<file path="config.mk">
export PLATFORM = sky130hd
export DESIGN_NAME = mvm_sched
export DESIGN_NICKNAME = d
export VERILOG_FILES = /design/src/rtl/mvm_pkg.sv /design/src/rtl/msch_lane_acc.sv /design/src/rtl/mvm_sched.sv
export SDC_FILE = /design/constraint.sdc
export NUM_CORES = 1
export LEC_CHECK = 0
export CORE_ASPECT_RATIO = 0.5
export CORE_MARGIN = 10
export CORE_UTILIZATION = 52
export CTS_BUF_LIST = sky130_fd_sc_hd__clkbuf_16
export DETAILED_ROUTE_END_ITERATION = 6
export GPL_ROUTABILITY_DRIVEN = 0
export PLACE_DENSITY = 0.8
export SYNTH_ARGS = -nofsm -noshare
export SYNTH_HDL_FRONTEND = slang
export SYNTH_SLANG_ARGS = --single-unit
</file>
<file path="constraint.sdc">
create_clock -name i_clk_msch -period 2 [get_ports i_clk_msch]
set_input_delay 0.4 -clock i_clk_msch [delete_from_list [all_inputs] [get_ports i_clk_msch]]
set_output_delay 0.4 -clock i_clk_msch [all_outputs]
set_load 0.05 [all_outputs]
</file>
<file path="src/rtl/mvm_pkg.sv">
// Shared types and constants for the MVM job scheduler and its lane accumulators.
package mvm_pkg;

    localparam int LANES = 4;
    localparam int BN_W  = 4;

    typedef enum logic [2:0] {
        ST_IDLE,
        ST_ISSUE,
        ST_WAIT_HI,
        ST_WAIT_LO,
        ST_ACCUM,
        ST_DONE
    } msch_state_t;

endpackage

</file>
<file path="src/rtl/msch_lane_acc.sv">
// One signed accumulator lane: clear, add a sign-extended BN_W result, wrap or clamp.
// Define MSCH_SATURATE_EN to clamp at the signed ACC_W limits instead of wrapping.
module msch_lane_acc
    import mvm_pkg::*;
#(
    parameter int ACC_W = 8
) (
    input  logic                    clk_i,
    input  logic                    rst_ni,
    input  logic                    clr_i,
    input  logic                    add_en_i,
    input  logic signed [BN_W-1:0]  val_i,
    output logic signed [ACC_W-1:0] acc_o
);

    logic signed [ACC_W-1:0] acc_q, acc_d;

`ifdef MSCH_SATURATE_EN
    // One guard bit exposes overflow; the guard's sign picks the limit.
    function automatic logic signed [ACC_W-1:0] add_lane(
        input logic signed [ACC_W-1:0] a,
        input logic signed [BN_W-1:0]  b
    );
        logic signed [ACC_W:0] s;
        s = {a[ACC_W-1], a} + {{(ACC_W + 1 - BN_W){b[BN_W-1]}}, b};
        if (s[ACC_W] != s[ACC_W-1]) begin
            return s[ACC_W] ? {1'b1, {(ACC_W - 1){1'b0}}} : {1'b0, {(ACC_W - 1){1'b1}}};
        end
        return s[ACC_W-1:0];
    endfunction
`else
    function automatic logic signed [ACC_W-1:0] add_lane(
        input logic signed [ACC_W-1:0] a,
        input logic signed [BN_W-1:0]  b
    );
        return a + {{(ACC_W - BN_W){b[BN_W-1]}}, b};
    endfunction
`endif

    always_comb begin
        acc_d = acc_q;
        if (clr_i) begin
            acc_d = '0;
        end else if (add_en_i) begin
            acc_d = add_lane(acc_q, val_i);
        end
    end

    always_ff @(posedge clk_i or negedge rst_ni) begin
        if (!rst_ni) begin
            acc_q <= '0;
        end else begin
            acc_q <= acc_d;
        end
    end

    assign acc_o = acc_q;

endmodule

</file>
<file path="src/rtl/mvm_sched.sv">
// Job scheduler: issues one MVM per non-zero weight and accumulates 4 lane results.
// Define MSCH_SATURATE_EN to make the lane accumulators saturate instead of wrap.
module mvm_sched
    import mvm_pkg::*;
#(
    parameter int N_W      = 4,
    parameter int ACC_W    = 8,
    parameter int WAIT_TMO = 16
) (
    input  logic                        i_clk_msch,
    input  logic                        i_rst_msch,
    input  logic                        i_job_valid,
    output logic                        o_job_ready,
    input  logic [LANES-1:0][BN_W-1:0]  i_x_bn,
    input  logic [N_W-1:0][BN_W-1:0]    i_w_msch,
    output logic                        o_start_mvm,
    output logic [BN_W-1:0]             o_w_mvm,
    output logic [LANES-1:0][BN_W-1:0]  o_x_mvm,
    input  logic                        i_ismvm,
    input  logic [LANES-1:0][BN_W-1:0]  i_wx_result,
    output logic                        o_res_valid,
    input  logic                        i_res_ready,
    output logic [LANES-1:0][ACC_W-1:0] o_acc_result,
    output logic                        o_busy,
    output logic                        o_err
);

    localparam int IDX_W = (N_W > 1) ? $clog2(N_W) : 1;
    localparam int CNT_W = $clog2(WAIT_TMO + 1);

    msch_state_t                 state_q;
    logic [IDX_W-1:0]            idx_q;
    logic [IDX_W-1:0]            idx_nxt;
    logic [CNT_W-1:0]            cnt_q;
    logic [N_W-1:0][BN_W-1:0]    w_q;
    logic [LANES-1:0][BN_W-1:0]  x_q;
    logic [LANES-1:0][BN_W-1:0]  res_q;
    logic [BN_W-1:0]             w_mvm_q;
    logic                        start_q;
    logic                        job_ready_q;
    logic                        res_valid_q;
    logic                        busy_q;
    logic                        err_q;
    logic                        acc_clr;
    logic                        acc_add;

    assign idx_nxt = idx_q + IDX_W'(1);
    assign acc_clr = (state_q == ST_IDLE) && i_job_valid && job_ready_q;
    assign acc_add = (state_q == ST_ACCUM);

    // The weight and start pulse are loaded on entry to ISSUE so the pulse lines up with that state.
    always_ff @(posedge i_clk_msch or negedge i_rst_msch) begin
        if (!i_rst_msch) begin
            state_q     <= ST_IDLE;
            idx_q       <= '0;
            cnt_q       <= '0;
            w_q         <= '0;
            x_q         <= '0;
            res_q       <= '0;
            w_mvm_q     <= '0;
            start_q     <= 1'b0;
            job_ready_q <= 1'b1;
            res_valid_q <= 1'b0;
            busy_q      <= 1'b0;
            err_q       <= 1'b0;
        end else begin
            start_q <= 1'b0;
            unique case (state_q)
                ST_IDLE: begin
                    if (i_job_valid && job_ready_q) begin
                        x_q         <= i_x_bn;
                        w_q         <= i_w_msch;
                        idx_q       <= '0;
                        cnt_q       <= '0;
                        w_mvm_q     <= i_w_msch[0];
                        start_q     <= (i_w_msch[0] != '0);
                        job_ready_q <= 1'b0;
                        busy_q      <= 1'b1;
                        state_q     <= ST_ISSUE;
                    end
                end
                ST_ISSUE: begin
                    cnt_q <= '0;
                    if (w_mvm_q != '0) begin
                        state_q <= ST_WAIT_HI;
                    end else begin
                        res_q   <= '0;
                        state_q <= ST_ACCUM;
                    end
                end
                ST_WAIT_HI: begin
                    if (i_ismvm) begin
                        cnt_q   <= '0;
                        state_q <= ST_WAIT_LO;
                    end else if (cnt_q == CNT_W'(WAIT_TMO - 1)) begin
                        err_q   <= 1'b1;
                        res_q   <= '0;
                        state_q <= ST_ACCUM;
                    end else begin
                        cnt_q <= cnt_q + CNT_W'(1);
                    end
                end
                ST_WAIT_LO: begin
                    if (!i_ismvm) begin
                        res_q   <= i_wx_result;
                        state_q <= ST_ACCUM;
                    end
                end
                ST_ACCUM: begin
                    if (idx_q == IDX_W'(N_W - 1)) begin
                        res_valid_q <= 1'b1;
                        state_q     <= ST_DONE;
                    end else begin
                        idx_q   <= idx_nxt;
                        w_mvm_q <= w_q[idx_nxt];
                        start_q <= (w_q[idx_nxt] != '0);
                        state_q <= ST_ISSUE;
                    end
                end
                ST_DONE: begin
                    if (i_res_ready) begin
                        res_valid_q <= 1'b0;
                        job_ready_q <= 1'b1;
                        busy_q      <= 1'b0;
                        state_q     <= ST_IDLE;
                    end
                end
                default: state_q <= ST_IDLE;
            endcase
        end
    end

    for (genvar l = 0; l < LANES; l++) begin : g_lane
        msch_lane_acc #(
            .ACC_W(ACC_W)
        ) u_lane (
            .clk_i   (i_clk_msch),
            .rst_ni  (i_rst_msch),
            .clr_i   (acc_clr),
            .add_en_i(acc_add),
            .val_i   (res_q[l]),
            .acc_o   (o_acc_result[l])
        );
    end

    assign o_job_ready = job_ready_q;
    assign o_start_mvm = start_q;
    assign o_w_mvm     = w_mvm_q;
    assign o_x_mvm     = x_q;
    assign o_res_valid = res_valid_q;
    assign o_busy      = busy_q;
    assign o_err       = err_q;

endmodule

</file>
### After elaboration in Yosys (flattened, before gate mapping)

Index checks and enable logic that the tools add are counted.

* bitwise gates (word level): 1
* equality and inequality tests: 17
* $add $sub $neg: 6
* $lt $le $gt $ge: 1
* muxes and demuxes: 44
* reduce and logical (&&, ||, !) cells: 21

Operators with widths (count)
* $mux W16: 4
* $mux W8: 8
* $pmux W16 S3: 1
* $add A8 B8 Y8: 4
* $mux W3: 7
* $pmux W3 S6: 1
* $mux W5: 3
* $pmux W5 S3: 1
* $reduce_and A3 Y1: 5
* $mux W4: 3
* $ne A2 B2 Y1 const B: 6
* $reduce_bool A4 Y1: 3
* $bmux W4 S2: 1
* $pmux W1 S2: 4
* $pmux W4 S2: 1
* $reduce_bool A2 Y1: 4
* $mux W1: 7
* $eq A3 B2 Y1 const B: 2
* $eq A3 B3 Y1 const B: 2
* $ne A3 B3 Y1 const B: 2
* $reduce_bool A3 Y1: 2
* $add A5 B1 Y5 const B: 1
* $eq A5 B4 Y1 const B: 1
* $reduce_and A5 Y1: 1
* other kinds (12): 16

* register bits: 99
* word-level logic and storage cells: 115

### Logic depth before layout (Yosys ltp)

Gate-level depths: netlist of run 1.

* depth after elaboration: 6
* mapped depth: 8
* depth with buffers taken out: 8

### Hierarchy

A second synthesis of run 1 with hierarchy kept.

* cells, all modules: 522
* area total of the unflattened synthesis: 5672.9 µm²

Modules (own cells, without submodules)
* mvm_sched: instances 1, area each 3085.5 µm², cells an instance 258
* msch_lane_acc: instances 4, area each 646.9 µm², cells an instance 66

### Worst setup path before layout of run 1

OpenSTA, ideal clock, no wires.

* path kind: reg-to-reg
* start: reg g_lane[3].u_lane.acc_q[0]
* end: reg g_lane[3].u_lane.acc_q[6]
* arrival time: 1.938 ns
* period minus slack after synthesis: 2.072 ns
* stages on the path, launching flop included: 8
* buffers on the path: 0
* path slack: -0.072 ns
* cell sequence: dfrtp_1 > ha_1 > fa_1 > a21o_1 > a21oi_1 > o211ai_1 > xnor2_1 > o21ai_0

* longest elaborated chain between the ends: 3

Ends and longest elaborated chain
* start, declared: RTL line msch_lane_acc.sv:16 `logic signed [ACC_W-1:0] acc_q, acc_d;`
* start signal, assigned: RTL line msch_lane_acc.sv:51 `acc_q <= '0;`
* start signal, assigned: RTL line msch_lane_acc.sv:53 `acc_q <= acc_d;`
* $add A8 B8 Y8: RTL line msch_lane_acc.sv:36 `return a + {{(ACC_W - BN_W){b[BN_W-1]}}, b};`
* $mux W8: RTL line msch_lane_acc.sv:44 `end else if (add_en_i) begin`
* $mux W8: RTL line msch_lane_acc.sv:42 `if (clr_i) begin`

No other way between the ends. The select of a mux whose other input is x is not followed.
A chain may end at the register's enable or synchronous reset.

### Final worst setup path of run 1

* start: reg g_lane[2].u_lane.acc_q[5]
* end: out o_acc_result[21] (netlist name)

RTL lines
* start, declared: RTL line msch_lane_acc.sv:16
* start signal, assigned: RTL line msch_lane_acc.sv:51
* start signal, assigned: RTL line msch_lane_acc.sv:53
* end, declared: RTL line mvm_sched.sv:23 `output logic [LANES-1:0][ACC_W-1:0] o_acc_result,`

No word-level cell between the ends.

==> flow_metrics.py, run 1 <==
metrics = {
    "floorplan": {
        "die-area_um2": 14670,
        "die_x_um": 161.6,
        "core_area_um2": 9603,
        "ioPinCount": 110,
        "num_rows": 25,
        "initial_core_util_pct": 54.27,
        "die_height_um": 90.79,
    },
    "power": {
        "clkPwrFrac_pct": 15.0,
        "internal-power_uw": 6073,
        "switchingPower_uw": 5436,
        "p_leak_uw": 0.003303,
        "switching_share_pct": 47.23,
        "power_density_nw_per_um2": 1669,
        "p_comb_share_pct": 53.7,
        "power_uw": 11510,
        "vdd_drop_max_mv": 0.9177,
        "pwr-share-seq_pct": 31.3,
    },
    "global_routing": {
        "grt_pass1_wl_um": 22130,
        "antenna_found_initial": 0,
        "grt_util_all_layers_pct": 18.20,
        "grt.overflow.total": 0,
        "grt_pass1_vias": 4446,
        "grt_max_degree": 47,
    },
    "logic_synthesis": {
        "syn-num-nets": 665,
        "syn_inst": 577,
        "synth_area_um2": 5211,
        "synthArstFlopShare_pct": 100.0,
        "postSynthAreaPerCell_um2": 9.032,
        "synth-seq-area-share_pct": 47.56,
        "yosys.area.top_type": "dfrtp_1",
        "yosys_warnings": 0,
        "synthFlopType": "dfrtp_1",
        "synth.area.top_cells": "dfrtp_1 47%, nand2_1 13%, ha_1 7.4%",
        "synth_edf_count": 0,
        "synth_seq_cells": 99,
        "synth_cell_types": 41,
        "synth_top_area_share_pct": 47.06,
    },
    "route": {
        "drt_first_pass_iters": 4,
        "num_vias": 4508,
        "avgViaCountPerCell": 5.418,
        "wl_um": 13460,
        "routedWlPerCell_um": 16.18,
        "post-route-drc-count": 0,
        "antenna_left": 0,
        "drt_iter0_markers": 276,
    },
    "critical_path": {
        "r2r_cells": 8,
        "reg2reg_from": "cnt_q[0]",
        "cp_num_buf_inv": 1,
        "end_kind": "output pin",
        "crit_slowest_cell": "clkdlybuf4s50_1",
        "critPathTopFamily": "buffers and inverters",
        "r2r_slack_ns": 0.07,
        "cpPeakStageDelay_ns": 0.83,
        "rr_endpoint": "cnt_q[3]",
        "cp_max_fo": 3,
        "worstSetupStartpointType": "flip-flop",
        "cp.required_ns": 1.60,
        "cp.arrival_ns": 1.57,
        "path_cells": "clkdlybuf4s50_1",
        "critPathKind": "reg2out",
    },
    "cells_and_area": {
        "n_fill_cell": 735,
        "multi_input_area_um2": 2597,
        "nNetsFinal": 780,
        "drive_gt1_share_pct": 11.91,
        "areaGrowthSynthToFinish_pct": 32.37,
        "regArea_um2": 2485,
        "num_antenna_cells": 0,
        "final_util_pct": 71.83,
    },
    "cts": {
        "h-tree-depth": 3,
        "cts.clk_slew.worst_paths_ns": 0.07,
        "cts.sinks": 99,
        "tritoncts": "built",
        "cts_buffers": 9,
        "clk_path_buf_depth": 2,
        "root_buffer": "clkbuf_16",
        "clk_latency_ns": 0.35,
    },
    "place": {
        "post-place-ws_ns": 0.03164,
        "io_buffers": 109,
        "post-dp-hpwl_um": 9714,
    },
    "timing": {
        "rsz0062_at_grt": "yes",
        "relSlewSlack_pct": 61.46,
        "drv_slew": 0,
        "setup_slack_ns": 0.02934,
        "skew_ns": 0.007838,
        "tns_ns": 0,
        "fin_crit_sh_pct": 98.53,
        "finalWorstPathRequiredPeriod_ns": 1.971,
        "fmaxAchievable_mhz": 507.4,
        "setup_viol": 0,
        "worst_pin_slew_ns": 0.5761,
        "finalHoldViolCount": 0,
    },
    "run_status": {
        "status": "finished, final reports clean",
    },
    "run": {
        "maxCapViolations": 0,
    },
    "hold_path": {
        "hp-class": "in2async",
    },
}
==> state kept, by name, indices dropped and copies added (netlist names), 2 cells and up <==
| signal | cells |
|---|---|
| cnt_q | 5 |
| g_lane.u_lane.acc_o | 32 |
| idx_q | 2 |
| o_w_mvm | 4 |
| o_x_mvm | 16 |
| res_q | 16 |
| state_q | 3 |
| w_q | 16 |
==> timing repair <==
item                                   4_1_cts  5_1_grt
gates resized for setup                      2       18
hold buffers                                 1        0
setup endpoints to repair                    2       26
buffers inserted                             0        4
pin swaps                                    0        3
endpoints found under the hold margin       20        0
==> Yosys cell counts, types with 8 or more instances <==
library cell / n
a21o_1: 10
a21oi_1: 33
buf_2: 19
dfrtp_1: 98
ha_1: 31
inv_1: 8
nand2_1: 179
nand3_1: 31
nor2_1: 17
nor3_1: 10
o211ai_1: 9
o21ai_0: 44
xnor2_1: 16
==> cell families (layout without fill, tap and decap cells) <==
group | after synthesis | count (layout) | synth area share (%)
AOI/OAI and AO/OA | 122 | 122 | 13.90
xor gates and xnor gates | 21 | 21 | 3.529
adders and majority gates | 35 | 35 | 8.980
buffers and inverters | 37 | 157 | 3.265
DFF | 99 | 99 | 47.56
muxes | 4 | 4 | 1.729
and+or+nand+nor | 259 | 259 | 21.03
==> area by class of cell <==
class / count / share of cell area (%)
multi-input cells: 441 / 37.66
clock inverters: 7 / 1.016
repair buffers: 132 / 19.10
flip-flops and latches: 99 / 36.02
clock buffers: 9 / 3.265
inverters: 9 / 0.4898
well taps: 135 / 2.449
==> worst max-delay path by stage <==
| stage | startpoint | end | cells past startpoint |
|---|---|---|---|
| floorplan | g_lane[3].u_lane.acc_o[0] | g_lane[3].u_lane.acc_o[6] | 7 |
| global placement | i_job_valid | cnt_q[3] | 6 |
| detailed placement | cnt_q[0] | cnt_q[3] | 8 |
| CTS | g_lane[2].u_lane.acc_o[4] | o_acc_result[20] | 1 |
| global route | cnt_q[0] | cnt_q[3] | 8 |
| finish | g_lane[2].u_lane.acc_o[5] | o_acc_result[21] | 1 |
==> through the flow <==
stage	std cells	cell area, µm²	hold WS, ns
after detailed placement	811	6516	0.3104
after floorplan	577	5216	0.1044
final	832	6898	0.4765
after global placement	811	6516	0.3106
after global routing	832	6898	0.4966
after CTS	828	6824	0.4713
==> cell usage in the layout (no fill, tap or decap), types with 10 or more instances in the layout <==
cell               n
buf_4             32
xnor2_1           16
a21oi_1           28
nand3_1           31
nand2_1          179
ha_1              30
a21o_1            10
dfrtp_1           93
nor2_1            17
o21ai_0           42
clkdlybuf4s50_1   85
==> routing by layer <==
| metal | vias to the layer above | part of all wire (%) | track usage, % |
|---|---|---|---|
| met5 | - | 0 | 0 |
| met4 | 0 | 2.5 | 7.154 |
| met3 | 28 | 4.5 | 3.958 |
| met2 | 109 | 51 | 31.34 |
| met1 | 2159 | 42 | 21.74 |
| li1 | 2212 | - | - |
==> power groups by stage <==
stage | clock network, µW | registers [µW] | logic (µW)
floorplan | 0 | 5130 | 2630
global placement | 0 | 3590 | 5900
detailed placement | 0 | 3620 | 6070
CTS | 1760 | 3590 | 6130
global route | 1820 | 3700 | 6730
finish | 1730 | 3600 | 6180
Note: power is estimated with default switching activity, not from simulation.
==> run 2, diff against run 1 <==
--- a/config.mk
+++ b/config.mk
@@ -10,7 +10,7 @@
 export CORE_UTILIZATION = 52
 export CTS_BUF_LIST = sky130_fd_sc_hd__clkbuf_16
 export DETAILED_ROUTE_END_ITERATION = 6
-export GPL_ROUTABILITY_DRIVEN = 0
+export GPL_ROUTABILITY_DRIVEN = 1
 export PLACE_DENSITY = 0.8
 export SYNTH_ARGS = -nofsm -noshare
 export SYNTH_HDL_FRONTEND = slang
==> results of run 2 <==
No change in the layout: final DEF, timing and power equal those of run 1.
==> run 3, diff against run 2 <==
--- a/config.mk
+++ b/config.mk
@@ -12,6 +12,7 @@
 export DETAILED_ROUTE_END_ITERATION = 6
 export GPL_ROUTABILITY_DRIVEN = 1
 export PLACE_DENSITY = 0.8
+export SKIP_LAST_GASP = 1
 export SYNTH_ARGS = -nofsm -noshare
 export SYNTH_HDL_FRONTEND = slang
 export SYNTH_SLANG_ARGS = --single-unit
==> run 3 against run 2 <==
  * Clock power hardly changed
  * Sequential power hardly changed
  * Sequential cell count stayed put
==> flow_metrics.py, run 3 (synthesized netlist as in run 1, its figures left out) <==
metrics = {
    "critical_path": {
        "end_kind": "output pin",
        "crit_slowest_cell": "clkdlybuf4s50_1",
        "critPathTopFamily": "buffers and inverters",
        "cp_max_fo": 3,
        "critPathKind": "reg2out",
        "r2r_slack_ns": 0.07,
        "worstSetupStartpointType": "flip-flop",
        "cp.required_ns": 1.60,
        "cp.arrival_ns": 1.57,
        "path_cells": "clkdlybuf4s50_1",
        "cp_num_buf_inv": 1,
        "cpPeakStageDelay_ns": 0.83,
    },
    "place": {
        "post_dp_cell_area_um2": 6516,
        "post-dp-hpwl_um": 9714,
        "gp_congestion": 0.8773,
        "io_buffers": 109,
    },
    "cells_and_area": {
        "num_antenna_cells": 0,
        "final_util_pct": 71.83,
        "areaGrowthSynthToFinish_pct": 32.37,
        "final_common_cell": "nand2_1",
        "largest_reg_flops": 32,
        "postLayoutCellArea_um2": 6898,
        "drive_gt1_share_pct": 11.91,
        "most-common-layout-cells": "179 x nand2_1, 93 x dfrtp_1, 85 x clkdlybuf4s50_1",
        "nNetsFinal": 780,
    },
    "floorplan": {
        "ioPinCount": 110,
        "initial_core_util_pct": 54.27,
        "die_height_um": 90.79,
        "die_x_um": 161.6,
        "die-area_um2": 14670,
        "core_area_um2": 9603,
        "num_rows": 25,
    },
    "power": {
        "power_density_nw_per_um2": 1668,
        "p_leak_uw": 0.003303,
        "vdd_drop_max_mv": 0.9177,
        "switching_share_pct": 47.24,
        "internal-power_uw": 6072,
        "p_comb_share_pct": 53.7,
        "pwr-share-seq_pct": 31.3,
        "clkPwrFrac_pct": 15.0,
        "switchingPower_uw": 5436,
        "power_uw": 11510,
    },
    "route": {
        "wl_um": 13470,
        "antenna_left": 0,
        "drt_iter0_markers": 276,
        "routedWlPerCell_um": 16.19,
        "avgViaCountPerCell": 5.419,
        "drt_first_pass_iters": 5,
        "post-route-drc-count": 0,
        "num_vias": 4509,
    },
    "cts": {
        "clk_latency_ns": 0.35,
        "root_buffer": "clkbuf_16",
        "cts_buffers": 9,
        "cts.clk_slew.worst_paths_ns": 0.07,
        "h-tree-depth": 3,
        "clk_path_buf_depth": 2,
        "tritoncts": "built",
        "cts.sinks": 99,
    },
    "global_routing": {
        "antenna_found_initial": 0,
        "grt.overflow.total": 0,
        "grt_pass1_wl_um": 22130,
        "grt_pass1_vias": 4446,
        "grt_max_degree": 47,
        "grt_util_all_layers_pct": 18.20,
    },
    "timing": {
        "rsz0062_at_grt": "yes",
        "finalHoldViolCount": 0,
        "fin_crit_sh_pct": 98.55,
        "skew_ns": 0.007838,
        "finalWorstPathRequiredPeriod_ns": 1.971,
        "worst_pin_slew_ns": 0.5763,
        "relSlewSlack_pct": 61.44,
        "fmaxAchievable_mhz": 507.3,
        "drv_slew": 0,
        "setup_viol": 0,
        "hold_ws_ns": 0.4761,
    },
    "run_status": {
        "status": "finished, final reports clean",
    },
    "run": {
        "maxCapViolations": 0,
    },
    "hold_path": {
        "hp-class": "in2async",
    },
}
[run 3: layout make-up]
class                      instances  area (µm²)
clock buffer                       9       225.2
clock inverter                     7       70.07
inverter                           9       33.78
sequential                        99        2485
timing repair buffer             132        1318
tap                              135       168.9
fill                             735        2705
multi-input combinational        441        2597
[run 3: power groups by stage]
stage          combinational, µW  clock, µW  sequential, µW
5_1_grt                     6730       1820            3700
4_1_cts                     6130       1760            3590
3_3_place_gp                5900          0            3590
2_1_floorplan               2630          0            5130
3_5_place_dp                6070          0            3620
6_report                    6180       1730            3600
[run 3: path summary, 6_finish.rpt]
path | from | to | cells after the start
worst max-delay path | g_lane[2].u_lane.acc_o[5] | o_acc_result[21] | 1
worst min-delay path | i_rst_msch | cnt_q[0] | 2
worst max register to register | cnt_q[0] | cnt_q[3] | 8
worst min register to register | o_x_mvm[7] | o_x_mvm[7] | 2
max in group asynchronous | i_rst_msch | o_x_mvm[5] | 3
min in group i_clk_msch | o_x_mvm[7] | o_x_mvm[7] | 2
[run 3: metal layers]
metal	GRT usage (%)	part of all wire [%]	routed length (µm)	up-vias
li1	-	-	-	2211
met4	7.154	2.6	344	0
met5	0	0	0	-
met1	21.74	42	5674	2159
met2	31.34	51	6826	111
met3	3.958	4.6	621	28
[run 3: metrics by stage]
stage	TNS (ns)	setup WS (ns)	instances
after floorplan	0	0.03030	577
after global placement	0	0.07886	811
after detailed placement	0	0.03164	811
after CTS	0	0.005371	828
after global routing	-0.03977	-0.02181	832
final	0	0.02896	832
[run 3: repair_timing]
action                                 CTS  global route
setup buffers                            0             4
pin swaps                                0             3
hold buffers                             1             0
setup endpoints to repair                2            26
cloned                                   0             0
endpoints found under the hold margin   20             0
resized for setup                        2            17
